File: src/rtl/prog_mem_arb_pkg.sv
`default_nettype none
// ============================================================================
// Module      : prog_mem_arb_pkg
// Description : Shared types and constants for the program/data memory
//               data-port arbiter.
// Revision    : 1.0 - initial release
// ============================================================================
package prog_mem_arb_pkg;

  // Well-known requester slots
  localparam int REQ_CORE   = 0;
  localparam int REQ_LOADER = 1;

  // Width of an owner id for n requesters (never below 1 bit)
  function automatic int owner_w(input int n);
    return (n > 1) ? $clog2(n) : 1;
  endfunction

  // One requester's memory transaction payload
  typedef struct packed {
    logic [31:0] addr;
    logic        we;
    logic [3:0]  be;
    logic [31:0] wdata;
  } mem_req_t;

endpackage
`default_nettype wire

File: src/rtl/prog_mem_owner_fifo.sv
`default_nettype none
// ============================================================================
// Module      : prog_mem_owner_fifo
// Description : Small FIFO of owner ids for granted-but-unanswered memory
//               transactions. A push is accepted at full when a pop happens
//               in the same cycle.
// Revision    : 1.0 - initial release
// ============================================================================
module prog_mem_owner_fifo #(
  parameter int OWNER_W = 1,
  parameter int MAX_OUT = 2
) (
  input  logic               clk_i,
  input  logic               rst_ni,
  input  logic               push_i,
  input  logic [OWNER_W-1:0] data_i,
  input  logic               pop_i,
  output logic               full_o,
  output logic               empty_o,
  output logic [OWNER_W-1:0] head_o
);

  localparam int PTR_W = (MAX_OUT > 1) ? $clog2(MAX_OUT) : 1;
  localparam int CNT_W = PTR_W + 1;
  localparam logic [PTR_W-1:0] C_LAST  = PTR_W'(MAX_OUT - 1);
  localparam logic [CNT_W-1:0] C_DEPTH = CNT_W'(MAX_OUT);

  logic [OWNER_W-1:0] r_mem [MAX_OUT];
  logic [PTR_W-1:0]   r_wr_ptr;
  logic [PTR_W-1:0]   r_rd_ptr;
  logic [CNT_W-1:0]   r_count;
  logic               w_do_push;
  logic               w_do_pop;

  assign full_o    = (r_count == C_DEPTH);
  assign empty_o   = (r_count == '0);
  assign head_o    = r_mem[r_rd_ptr];
  assign w_do_pop  = pop_i & ~empty_o;
  assign w_do_push = push_i & (~full_o | w_do_pop);

  // Pointer and occupancy tracking, pointers wrap modulo MAX_OUT
  always_ff @(posedge clk_i or negedge rst_ni) begin
    if (!rst_ni) begin
      r_wr_ptr <= '0;
      r_rd_ptr <= '0;
      r_count  <= '0;
    end else begin
      if (w_do_push) r_wr_ptr <= (r_wr_ptr == C_LAST) ? '0 : r_wr_ptr + 1'b1;
      if (w_do_pop)  r_rd_ptr <= (r_rd_ptr == C_LAST) ? '0 : r_rd_ptr + 1'b1;
      case ({w_do_push, w_do_pop})
        2'b10:   r_count <= r_count + 1'b1;
        2'b01:   r_count <= r_count - 1'b1;
        default: r_count <= r_count;
      endcase
    end
  end

  // Owner storage; contents are only meaningful below the occupancy count
  always_ff @(posedge clk_i) begin
    if (w_do_push) r_mem[r_wr_ptr] <= data_i;
  end

endmodule
`default_nettype wire

File: src/rtl/prog_mem_data_arbiter.sv
`default_nettype none
// ============================================================================
// Module      : prog_mem_data_arbiter
// Description : Round-robin arbiter sharing the memory data port between
//               NUM_REQ requesters, with in-order response routing through
//               an owner FIFO of depth MAX_OUT.
// Revision    : 1.0 - initial release
// ============================================================================
module prog_mem_data_arbiter #(
  parameter int NUM_REQ = 2,
  parameter int MAX_OUT = 2
) (
  input  logic                  clk_i,
  input  logic                  rst_ni,
  input  logic [NUM_REQ-1:0]    req_i,
  input  logic [NUM_REQ*32-1:0] addr_i,
  input  logic [NUM_REQ-1:0]    we_i,
  input  logic [NUM_REQ*4-1:0]  be_i,
  input  logic [NUM_REQ*32-1:0] wdata_i,
  output logic [NUM_REQ-1:0]    gnt_o,
  output logic [NUM_REQ-1:0]    rvalid_o,
  output logic [31:0]           rdata_o,
  output logic                  mem_req_o,
  output logic [31:0]           mem_addr_o,
  output logic                  mem_we_o,
  output logic [3:0]            mem_be_o,
  output logic [31:0]           mem_wdata_o,
  input  logic                  mem_gnt_i,
  input  logic                  mem_rvalid_i,
  input  logic [31:0]           mem_rdata_i,
  output logic                  err_o
);

  import prog_mem_arb_pkg::*;

  localparam int OWNER_W = owner_w(NUM_REQ);
  localparam logic [OWNER_W-1:0] C_LAST_REQ = OWNER_W'(NUM_REQ - 1);

  logic [OWNER_W-1:0] r_rr_ptr;
  logic               r_err;
  logic [OWNER_W-1:0] w_sel;
  logic               w_found;
  logic               w_fifo_full;
  logic               w_fifo_empty;
  logic [OWNER_W-1:0] w_head;
  logic               w_pop;
  logic               w_full_eff;
  logic               w_grant;
  mem_req_t           w_slot [NUM_REQ];
  mem_req_t           w_pick;

  // Unpack the flat per-requester buses into payload structs
  for (genvar i = 0; i < NUM_REQ; i++) begin : g_slot
    assign w_slot[i] = '{addr:  addr_i[32*i +: 32],
                         we:    we_i[i],
                         be:    be_i[4*i +: 4],
                         wdata: wdata_i[32*i +: 32]};
  end

  // Round-robin select: first active request at or above rr pointer, wrapping
  always_comb begin : p_select
    int w_idx;
    w_idx   = 0;
    w_sel   = '0;
    w_found = 1'b0;
    for (int k = 0; k < NUM_REQ; k++) begin
      w_idx = int'(r_rr_ptr) + k;
      if (w_idx >= NUM_REQ) w_idx = w_idx - NUM_REQ;
      if (!w_found && req_i[w_idx]) begin
        w_found = 1'b1;
        w_sel   = OWNER_W'(w_idx);
      end
    end
  end

  assign w_pick = w_slot[w_sel];

  // A response frees a FIFO slot in the same cycle, so a full FIFO can still grant
  assign w_pop      = mem_rvalid_i & ~w_fifo_empty;
  assign w_full_eff = w_fifo_full & ~w_pop;
  assign mem_req_o  = rst_ni & w_found & ~w_full_eff;
  assign w_grant    = mem_req_o & mem_gnt_i;

  assign gnt_o    = w_grant ? (NUM_REQ'(1) << w_sel) : '0;
  assign rvalid_o = (rst_ni & w_pop) ? (NUM_REQ'(1) << w_head) : '0;
  assign rdata_o  = mem_rdata_i;
  assign err_o    = r_err;

  // Payload is forced to zero whenever no request is presented to memory
  assign mem_addr_o  = mem_req_o ? w_pick.addr  : '0;
  assign mem_we_o    = mem_req_o ? w_pick.we    : 1'b0;
  assign mem_be_o    = mem_req_o ? w_pick.be    : '0;
  assign mem_wdata_o = mem_req_o ? w_pick.wdata : '0;

  // Rotate priority past the winner on every grant
  always_ff @(posedge clk_i or negedge rst_ni) begin
    if (!rst_ni) begin
      r_rr_ptr <= '0;
    end else if (w_grant) begin
      r_rr_ptr <= (w_sel == C_LAST_REQ) ? '0 : w_sel + 1'b1;
    end
  end

  // Sticky error: memory answered with no transaction outstanding
  always_ff @(posedge clk_i or negedge rst_ni) begin
    if (!rst_ni) begin
      r_err <= 1'b0;
    end else if (mem_rvalid_i && w_fifo_empty) begin
      r_err <= 1'b1;
    end
  end

  prog_mem_owner_fifo #(
    .OWNER_W (OWNER_W),
    .MAX_OUT (MAX_OUT)
  ) u_owner_fifo (
    .clk_i   (clk_i),
    .rst_ni  (rst_ni),
    .push_i  (w_grant),
    .data_i  (w_sel),
    .pop_i   (w_pop),
    .full_o  (w_fifo_full),
    .empty_o (w_fifo_empty),
    .head_o  (w_head)
  );

endmodule
`default_nettype wire
File: config.mk
export PLATFORM = sky130hd
export DESIGN_NAME = prog_mem_data_arbiter
export DESIGN_NICKNAME = d
export VERILOG_FILES = /design/src/rtl/prog_mem_arb_pkg.sv /design/src/rtl/prog_mem_owner_fifo.sv /design/src/rtl/prog_mem_data_arbiter.sv
export SDC_FILE = /design/constraint.sdc
export NUM_CORES = 1
export LEC_CHECK = 0
export ABC_AREA = 1
export CORE_AREA = 2 2 110 112
export CTS_CLUSTER_DIAMETER = 120
export CTS_CLUSTER_SIZE = 16
export DETAILED_ROUTE_END_ITERATION = 8
export DIE_AREA = 0 0 112 114
export DONT_BUFFER_PORTS = 1
export PLACE_DENSITY = 0.42
export SYNTH_ARGS = -nofsm -noshare
export SYNTH_HDL_FRONTEND = slang
export SYNTH_HIERARCHICAL = 1
export SYNTH_SLANG_ARGS = --single-unit
File: constraint.sdc
create_clock -name clk_i -period 2 [get_ports clk_i]
set_input_delay 0.4 -clock clk_i [delete_from_list [all_inputs] [get_ports clk_i]]
set_output_delay 0.4 -clock clk_i [all_outputs]
set_load 0.01 [all_outputs]
# After elaboration in Yosys (flattened, before gate mapping)
# Memories as Yosys holds them, arrays and structs flattened.
# Cells that the tools add are included.
# totals
regBits,6
mem_bits_rw,2
inputBits,176
output_inout_bits,107
elab_cells,70
mem_count,1
# classes
add_sub_neg,8
order_cmp,5
eq_ne,3
shifts,2
muxes,27
bitwise,14
n_reduce_logical,5
# memory_table
memory,depth,width,read_ports,rd_clocked_by_memory_dff,wr,line,rtl
u_owner_fifo.r_mem,2,1,1,0,1,prog_mem_owner_fifo.sv:28,logic [OWNER_W-1:0] r_mem [MAX_OUT];
# op_table
operator,count
$mux W69,3
$mux W32,4
$lt A32 B3 Y1 const B,2
$mux W1,16
$and A1 B1 Y1,8
$eq A2 B2 Y1 const B,2
$ge A2 B2 Y1 const B,2
$mux W2,2
$mux W4,1
$not A1 Y1,4
$pmux W2 S2,1
$shl A1 B1 Y2 const A,2
$add A1 B1 Y1 const B,3
$sub A1 B2 Y3 const B,1
$sub A2 B2 Y3 const B,1
$add A1 B1 Y2 const B,1
$add A2 B1 Y2 const B,1
$eq A2 B1 Y1 const B,1
$ge A1 B2 Y1 const B,1
$logic_and A1 B1 Y1,2
$logic_not A2 Y1,1
$not A1 Y2,1
$reduce_bool A2 Y1,1
$sub A2 B1 Y2 const B,1
2 further kinds,2

# Logic depth before layout (Yosys ltp)
# Gate-level depths: netlist (run 1).
# depth
word_depth,15
ltp_mapped,15

# Cells and area by module
# The synthesis (run 1) kept the hierarchy.
# modules_own_cells
mod,n_inst,cells_per_inst,area_per_inst_um2,seq_area_each_um2
prog_mem_data_arbiter,1,295,1791.7,50.0
prog_mem_owner_fifo,1,35,325.3,160.2

# Worst setup path before layout (run 1)
# No wires, ideal clock.
# synth_path
kind,flip-flop to output port
start,register u_owner_fifo.r_count[0]
end,output port mem_wdata_o[8]
arrival_time_ns,1.232
path_slack_ns,0.368
stages_incl_launch_ff,10
n_path_buf,1
path_cell_list,dfrtp_1 -> inv_2 -> nand2_4 -> inv_2 -> inv_1 -> nand2_1 -> nand2_1 -> nand2_4 -> buf_6 -> a21oi_1
# synth_via
elab_chain_len,8
word_cells_on_any_way,9
cone_classes,1 x eq/ne; 1 x mux; 6 x bitwise; 1 x reduce/logical
# synth_rtl
item,line,rtl
from (decl),prog_mem_owner_fifo.sv:31,logic [CNT_W-1:0] r_count;
from (signal assigned),prog_mem_owner_fifo.sv:51,2'b10: r_count <= r_count + 1'b1;
from (signal assigned),prog_mem_owner_fifo.sv:52,2'b01: r_count <= r_count - 1'b1;
from (signal assigned),prog_mem_owner_fifo.sv:53,default: r_count <= r_count;
$logic_not A2 Y1,prog_mem_owner_fifo.sv:36,assign empty_o = (r_count == '0);
named net w_fifo_empty,prog_mem_data_arbiter.sv:44,logic w_fifo_empty;
$not A1 Y1,prog_mem_data_arbiter.sv:79,assign w_pop = mem_rvalid_i & ~w_fifo_empty;
$and A1 B1 Y1,prog_mem_data_arbiter.sv:79,
$not A1 Y1,prog_mem_data_arbiter.sv:80,assign w_full_eff = w_fifo_full & ~w_pop;
$and A1 B1 Y1,prog_mem_data_arbiter.sv:80,
$not A1 Y1,prog_mem_data_arbiter.sv:81,assign mem_req_o = rst_ni & w_found & ~w_full_eff;
$and A1 B1 Y1,prog_mem_data_arbiter.sv:81,
$mux W32,prog_mem_data_arbiter.sv:93,assign mem_wdata_o = mem_req_o ? w_pick.wdata : '0;
to (decl),prog_mem_data_arbiter.sv:27,"output logic [31:0] mem_wdata_o,"
# The timed path passes the listed nets, and every way through them passes these cells.

# Worst setup path in the final report (run 1)
# layout_path
start,register u_owner_fifo.r_count[1]
end,output port mem_wdata_o[28]
# Same word-level chain as after synthesis.

==> results.cfg, run 1 <==
[sta]
max-slew-margin-rel_pct = 80.54
slew_violations = 0
period_needed_ps = 1978
period_share_pct = 98.91
hold_slack_ps = 291.9
fmax_mhz = 505.5
fin_ws_ps = 21.85
fin_skew_ps = 1.453
hold_viol = 0
worst_slew_pin_slew_ps = 291.9
rsz0062_at_grt = yes
setup_viol_count_final = 0

[die]
dieArea_um2 = 12770
core_area_um2 = 11710
ios = 283
die_w_um = 112
die_h_um = 114
initial_core_util_pct = 18.08
rows = 40

[worst_setup_path]
crit_path_start_kind = flop
cp_data_arrival_time_ps = 1580
required_ps = 1600
crit_family = flip-flops
crit_chain = inv_2 > nand2_4 > inv_2 > inv_2 > nand2_2 > nand2_4 > nand2_8 > clkbuf_16 > a21oi_2
path_max_fanout = 18
cpMaxStageDelayCell = dfrtp_1
worstSetupEndpointType = primary output
cp.depth = 9
path_class = flop to primary output
critPathBufInv = 4
rr_worst_depth = 16
crit_top_cell = inv_2
max_stage_delay_ps = 400

[synthesis]
synthCells = 330
synth_nets = 506
synth.yosys.warnings = 6
ys_seq_area_share_pct = 9.929
ys_ff_latch = 8
yosys.area.top_type = a21oi_2
syn_area_per_cell_um2 = 6.415
synthDistinctLibCells = 23
synth_top_area_share_pct = 24.41
synth_area_leaders = a21oi_2 24%, nand3_1 17%, nand2_1 14%
synth_area_um2 = 2117

[routing]
viasPerCell = 4.931
drt_iter0_markers = 81
vias = 2150
drc = 0
avgRoutedWirePerCell_um = 18.20
drt_pass1_iterations = 4
drt-total-wl_um = 7937
antenna_left = 0

[global_route]
grt_pass1_vias = 1707
antenna_found_initial = 0
globalRouteOverflowTotal = 0
grt_pass1_wl_um = 9149
grt_start_max_net_pins = 72
grt_use_total_pct = 9.056

[pwr]
p_leak_nw = 0.8793
power_density_nw_per_um2 = 838.7
vdd_drop_max_mv = 0.7792

[place]
dp_hpwl_um = 5281
gp_congestion = 0.6944
io_buffer_count = 0
dp_cells = 423
dp_slack_ps = 204.3
post_dp_cell_area_um2 = 1957

[clock_tree]
clk_path_buf_depth = 2
h-tree-depth = 1
cts_root_buffer = clkbuf_16
cts_sinks = 8
clkLatencyLatePin_ps = 230
clk_pin_slew_ps = 40
cts_buffers = 3
tritoncts = done

[finish]
area_growth_syn_to_layout_pct = 19.21
drive_above_1_share_pct = 35.64
seqCellArea_um2 = 210.2
multi_input_area_um2 = 1734
n_fill_cell = 1297
fin_cells = 436
final_cell_area_um2 = 2524
nNetsFinal = 466
antenna_cells = 0

[hold_path]
hold_depth = 1
min-delay-path-class = primary input to flop

[run_status]
status = finished clean

[flow_run]
maxCapViolCount = 0
-- kinds of logic after synthesis --
logic type | Yosys count | share of synthesized area [%]
simple gates | 170 | 37.06
buf+inv | 77 | 23.94
compound gates | 72 | 27.84
flops | 8 | 9.929
xor+xnor | 3 | 1.241
-- worst paths after layout --
path                                    startpoint                 endpoint  slack [ps]
max                        u_owner_fifo/r_count[1]          mem_wdata_o[28]          20
min                                   mem_rvalid_i                    err_o         290
max reg2reg                u_owner_fifo/r_count[1]  u_owner_fifo/r_count[1]         190
min reg2reg                               r_rr_ptr                 r_rr_ptr         490
max in group asynchronous                   rst_ni    u_owner_fifo/r_rd_ptr        1300
min in group asynchronous                   rst_ni  u_owner_fifo/r_count[1]         480
-- cell type report --
| class | instances | area share (%) |
|---|---|---|
| sequential | 8 | 8.329 |
| tap | 147 | 7.288 |
| multi-input combinational | 245 | 68.72 |
| inverter | 16 | 2.380 |
| clock buffer | 4 | 3.123 |
| timing repair buffer | 16 | 10.16 |
-- routing by layer --
layer | up-vias | track usage (%) | share of wire, %
met5 | - | 0 | 0
li1 | 985 | - | -
met3 | 8 | 2.497 | 9.1
met2 | 160 | 17.62 | 54
met4 | 0 | 1.138 | 1.1
met1 | 997 | 10.09 | 36
-- sequential cells by signal, summed over array words and instances (netlist names) --
signal and flops:
err_o 1, r_rr_ptr 1, u_owner_fifo/r_count 2, u_owner_fifo/r_mem 2, u_owner_fifo/r_rd_ptr 1, u_owner_fifo/r_wr_ptr 1
-- worst reg2reg max path: stages (launching register included) --
cell     delay (ps)
dfrtp_1         400
inv_2            70
nand2_4          80
inv_2            40
inv_2            40
nand2_2          60
nand2_4         100
buf_4           110
nand3_1         110
inv_1           140
inv_1           100
nand3_4          90
nor2_1           50
nor2_1          130
nand2_1          60
nand2_1          50
nand2_1          50
-- report_power, final --
part | switching, mW | total [mW] | internal, mW
combinational | 0.984 | 1.51 | 0.525
clock | 0.0744 | 0.340 | 0.265
sequential | 0.0414 | 0.268 | 0.227
total | 1.10 | 2.12 | 1.02
-- synthesized netlist by cell type --
master and count:
nand4_1 1, inv_2 6, a21oi_2 59, buf_6 9, xor2_1 3, nand2_4 2
nand2_1 81, a21oi_1 10, buf_4 34, nand3_4 1, nand3_2 1, buf_2 18
dfrtp_1 6, a21o_1 1, nand3_1 71, nand2_2 4, inv_1 10, a31oi_1 1
nor2_4 1, nor2_2 1, edfxtp_1 2, nor2_1 7, o21ai_2 1
-- timing repair --
action / in CTS / in global routing
pin swaps: 0 / 5
gates cloned: 1 / 3
buffers inserted: 0 / 4
endpoints found under the setup margin: 3 / 64
hold buffers: 1 / 0
resized for setup: 5 / 48
hold endpoints to repair: 6 / 0
-- placed cells by master (no fill, tap or decap) --
cell type	n
inv_2	7
buf_6	1
nand3_2	1
nand3_1	71
a21oi_2	26
nor2_4	1
clkbuf_16	6
buf_4	6
nand2_1	79
a31oi_1	1
nor2_2	1
clkbuf_1	1
xor2_1	3
dfrtp_1	6
nor2_1	7
nand2_4	2
nand3_4	1
o21ai_2	1
buf_12	3
a21o_1	1
dlygate4sd3_1	1
nand4_1	1
nand2_2	5
edfxtp_1	2
inv_1	9
nand2_8	1
buf_16	2
a21oi_4	39
a21oi_1	4
-- metrics by stage --
stage | util (%) | TNS (ps) | total power, mW
after detailed placement | 16.71 | 0 | 1.398
after CTS | 18.02 | -163.7 | 1.811
final | 21.55 | 0 | 2.117
after floorplan | - | 0 | 1.328
after global placement | 16.71 | 0 | 1.369
after global routing | 21.55 | -1122 | 2.261
No activity file was read; power rests on OpenSTA's default activity.
==> inputs of run 2 (changes only) <==
Settings changed: PLACE_DENSITY 0.42 to 0.43.
Clock period 2 ns to 1.7 ns, I/O delays scaled along.
==> run 2 against run 1 <==
The flow now finishes with violations (setup timing); sequential power rose by 16%; routed wire length rose by 7.1%; largest power group unchanged; clock skew barely moved; global-route usage rose by 1.8 points; via count rose by 3.8%; sequential cell count did not move; die area did not move; sequential share of layout area fell by 0.80 points.
==> results.cfg, run 2 (synthesis gave the netlist of run 1 again) <==
[run_status]
status = complete, but fails checks
violations = setup timing

[sta]
fin_skew_ps = 1.818
fmax_mhz = 532.4
rsz0062_at_grt = yes
max-slew-margin-rel_pct = 78.31
hold_viol = 0
period_needed_ps = 1878
period_share_pct = 110.5
fin_ws_ps = -178.5
hold_slack_ps = 222.3
slew_violations = 0
setup_viol_count_final = 73
worst_slew_pin_slew_ps = 324.3

[pwr]
power_density_nw_per_um2 = 1002
power_frac_comb_pct = 74.3
switching_share_pct = 50.80
vdd_drop_max_mv = 0.5473
p_sw_mw = 1.421
p_leak_nw = 0.9632
p_int_mw = 1.376
seqPwrFrac_pct = 11.1
power.clock.fraction_pct = 14.6

[die]
ios = 283
dieArea_um2 = 12770
rows = 40
initial_core_util_pct = 18.08
die_h_um = 114
die_w_um = 112
core_area_um2 = 11710

[global_route]
grt_pass1_wl_um = 10840
grt_use_total_pct = 10.81
grt_pass1_vias = 1889
globalRouteOverflowTotal = 0
antenna_found_initial = 1
grt_start_max_net_pins = 72

[place]
post_dp_cell_area_um2 = 1972
dp_hpwl_um = 5528
io_buffer_count = 0
gp_congestion = 0.7050

[hold_path]
min_from = mem_rvalid_i
min-delay-path-class = primary input to flop
hold_depth = 1
worstHoldEndpoint = err_o

[finish]
final_cell_mix = 78 x nand2_1, 71 x nand3_1, 53 x a21oi_4
final_cell_area_um2 = 2790
area_growth_syn_to_layout_pct = 31.80
drive_above_1_share_pct = 41.08
top_regs = u_owner_fifo/r_count x2, u_owner_fifo/r_mem x2
antenna_cells = 0
final_common_cell = nand2_1
nNetsFinal = 474

[flow_run]
maxCapViolCount = 0

[worst_setup_path]
critPathBufInv = 4
max_stage_delay_ps = 390
ff2ff_setup_slack_ps = 140
worstSetupEndpointType = primary output
path_class = flop to primary output
reg2reg_to = u_owner_fifo/r_count[1]
crit_chain = inv_2 > nand2_4 > inv_2 > inv_2 > nand2_4 > nand2_4 > nand2_8 > buf_16 > a21oi_2
r2r_start = u_owner_fifo/r_count[1]
crit_family = flip-flops
cpMaxStageDelayCell = dfrtp_1
cp_data_arrival_time_ps = 1540
required_ps = 1360
path_max_fanout = 18
cp-startpoint = u_owner_fifo/r_count[1]
crit_path_start_kind = flop
rr_worst_depth = 14

[routing]
vias = 2232
drt-total-wl_um = 8502
avgRoutedWirePerCell_um = 19.15
antenna_left = 0
viasPerCell = 5.027
drt_iter0_markers = 52
drt_pass1_iterations = 4
drc = 0

[clock_tree]
cts_root_buffer = clkbuf_16
h-tree-depth = 1
clk_path_buf_depth = 2
clk_pin_slew_ps = 40
tritoncts = done
cts_buffers = 3
cts_sinks = 8
clkLatencyLatePin_ps = 230
run 2: changes by cell type in the layout (fill, tap and decap cells not counted), sizes merged:
cell	change
bufbuf	+1
clkbuf	-2
buf	+9
run 2: through the flow:
stage          worst slack, ps  total power, mW  TNS, ps  instances  utilization, %
2_1_floorplan            127.9            1.562        0        330               -
3_3_place_gp             37.08            1.636        0        425           16.84
3_5_place_dp             16.90            1.672        0        425           16.84
4_1_cts                 -149.1            2.562    -8920        437           21.79
5_1_grt                 -256.2            2.969   -16050        444           23.82
6_report                -178.5            2.797   -10260        444           23.82
run 2: power groups by stage:
stage               Clock (mW)  Combinational [mW]  Sequential [mW]
CTS                      0.418                1.84            0.306
detailed placement           0                1.36            0.307
global route             0.427                2.23            0.317
finish                   0.409                2.08            0.310
floorplan                    0                1.26            0.305
global placement             0                1.33            0.307
run 2: per-layer routing:
layer | share of wire, % | vias to the layer above | global-route usage, %
met1 | 37 | 1057 | 12.15
met2 | 51 | 146 | 19.92
li1 | - | 1005 | -
met5 | 0.19 | - | 0
met4 | 1.5 | 2 | 2.276
met3 | 9.7 | 22 | 3.666
run 2: cell type report:
cell class                 count  area (um2)
multi-input combinational    245        1884
timing repair buffer          24       370.4
sequential                     8       210.2
fill                        1285        8921
clock buffer                   4       78.83
tap                          147       183.9
inverter                      16       62.56
run 2: worst max-delay path by stage:
stage                                 end  slack (ps)  cells after the start
final                      mem_addr_o[14]        -180                      9
after CTS                   mem_addr_o[1]        -150                      9
after floorplan            mem_wdata_o[8]         130                      9
after global routing        mem_addr_o[7]        -260                      9
after global placement           gnt_o[1]          40                     10
after detailed placement  mem_wdata_o[17]          20                      9
run 2: timing repair:
action / CTS / global route
hold buffers: 1 / 0
hold endpoints to repair: 6 / 0
pin swaps: 1 / 1
endpoints found under the setup margin: 74 / 75
gates cloned: 4 / 1
gates resized for setup: 64 / 26
setup buffers: 3 / 6
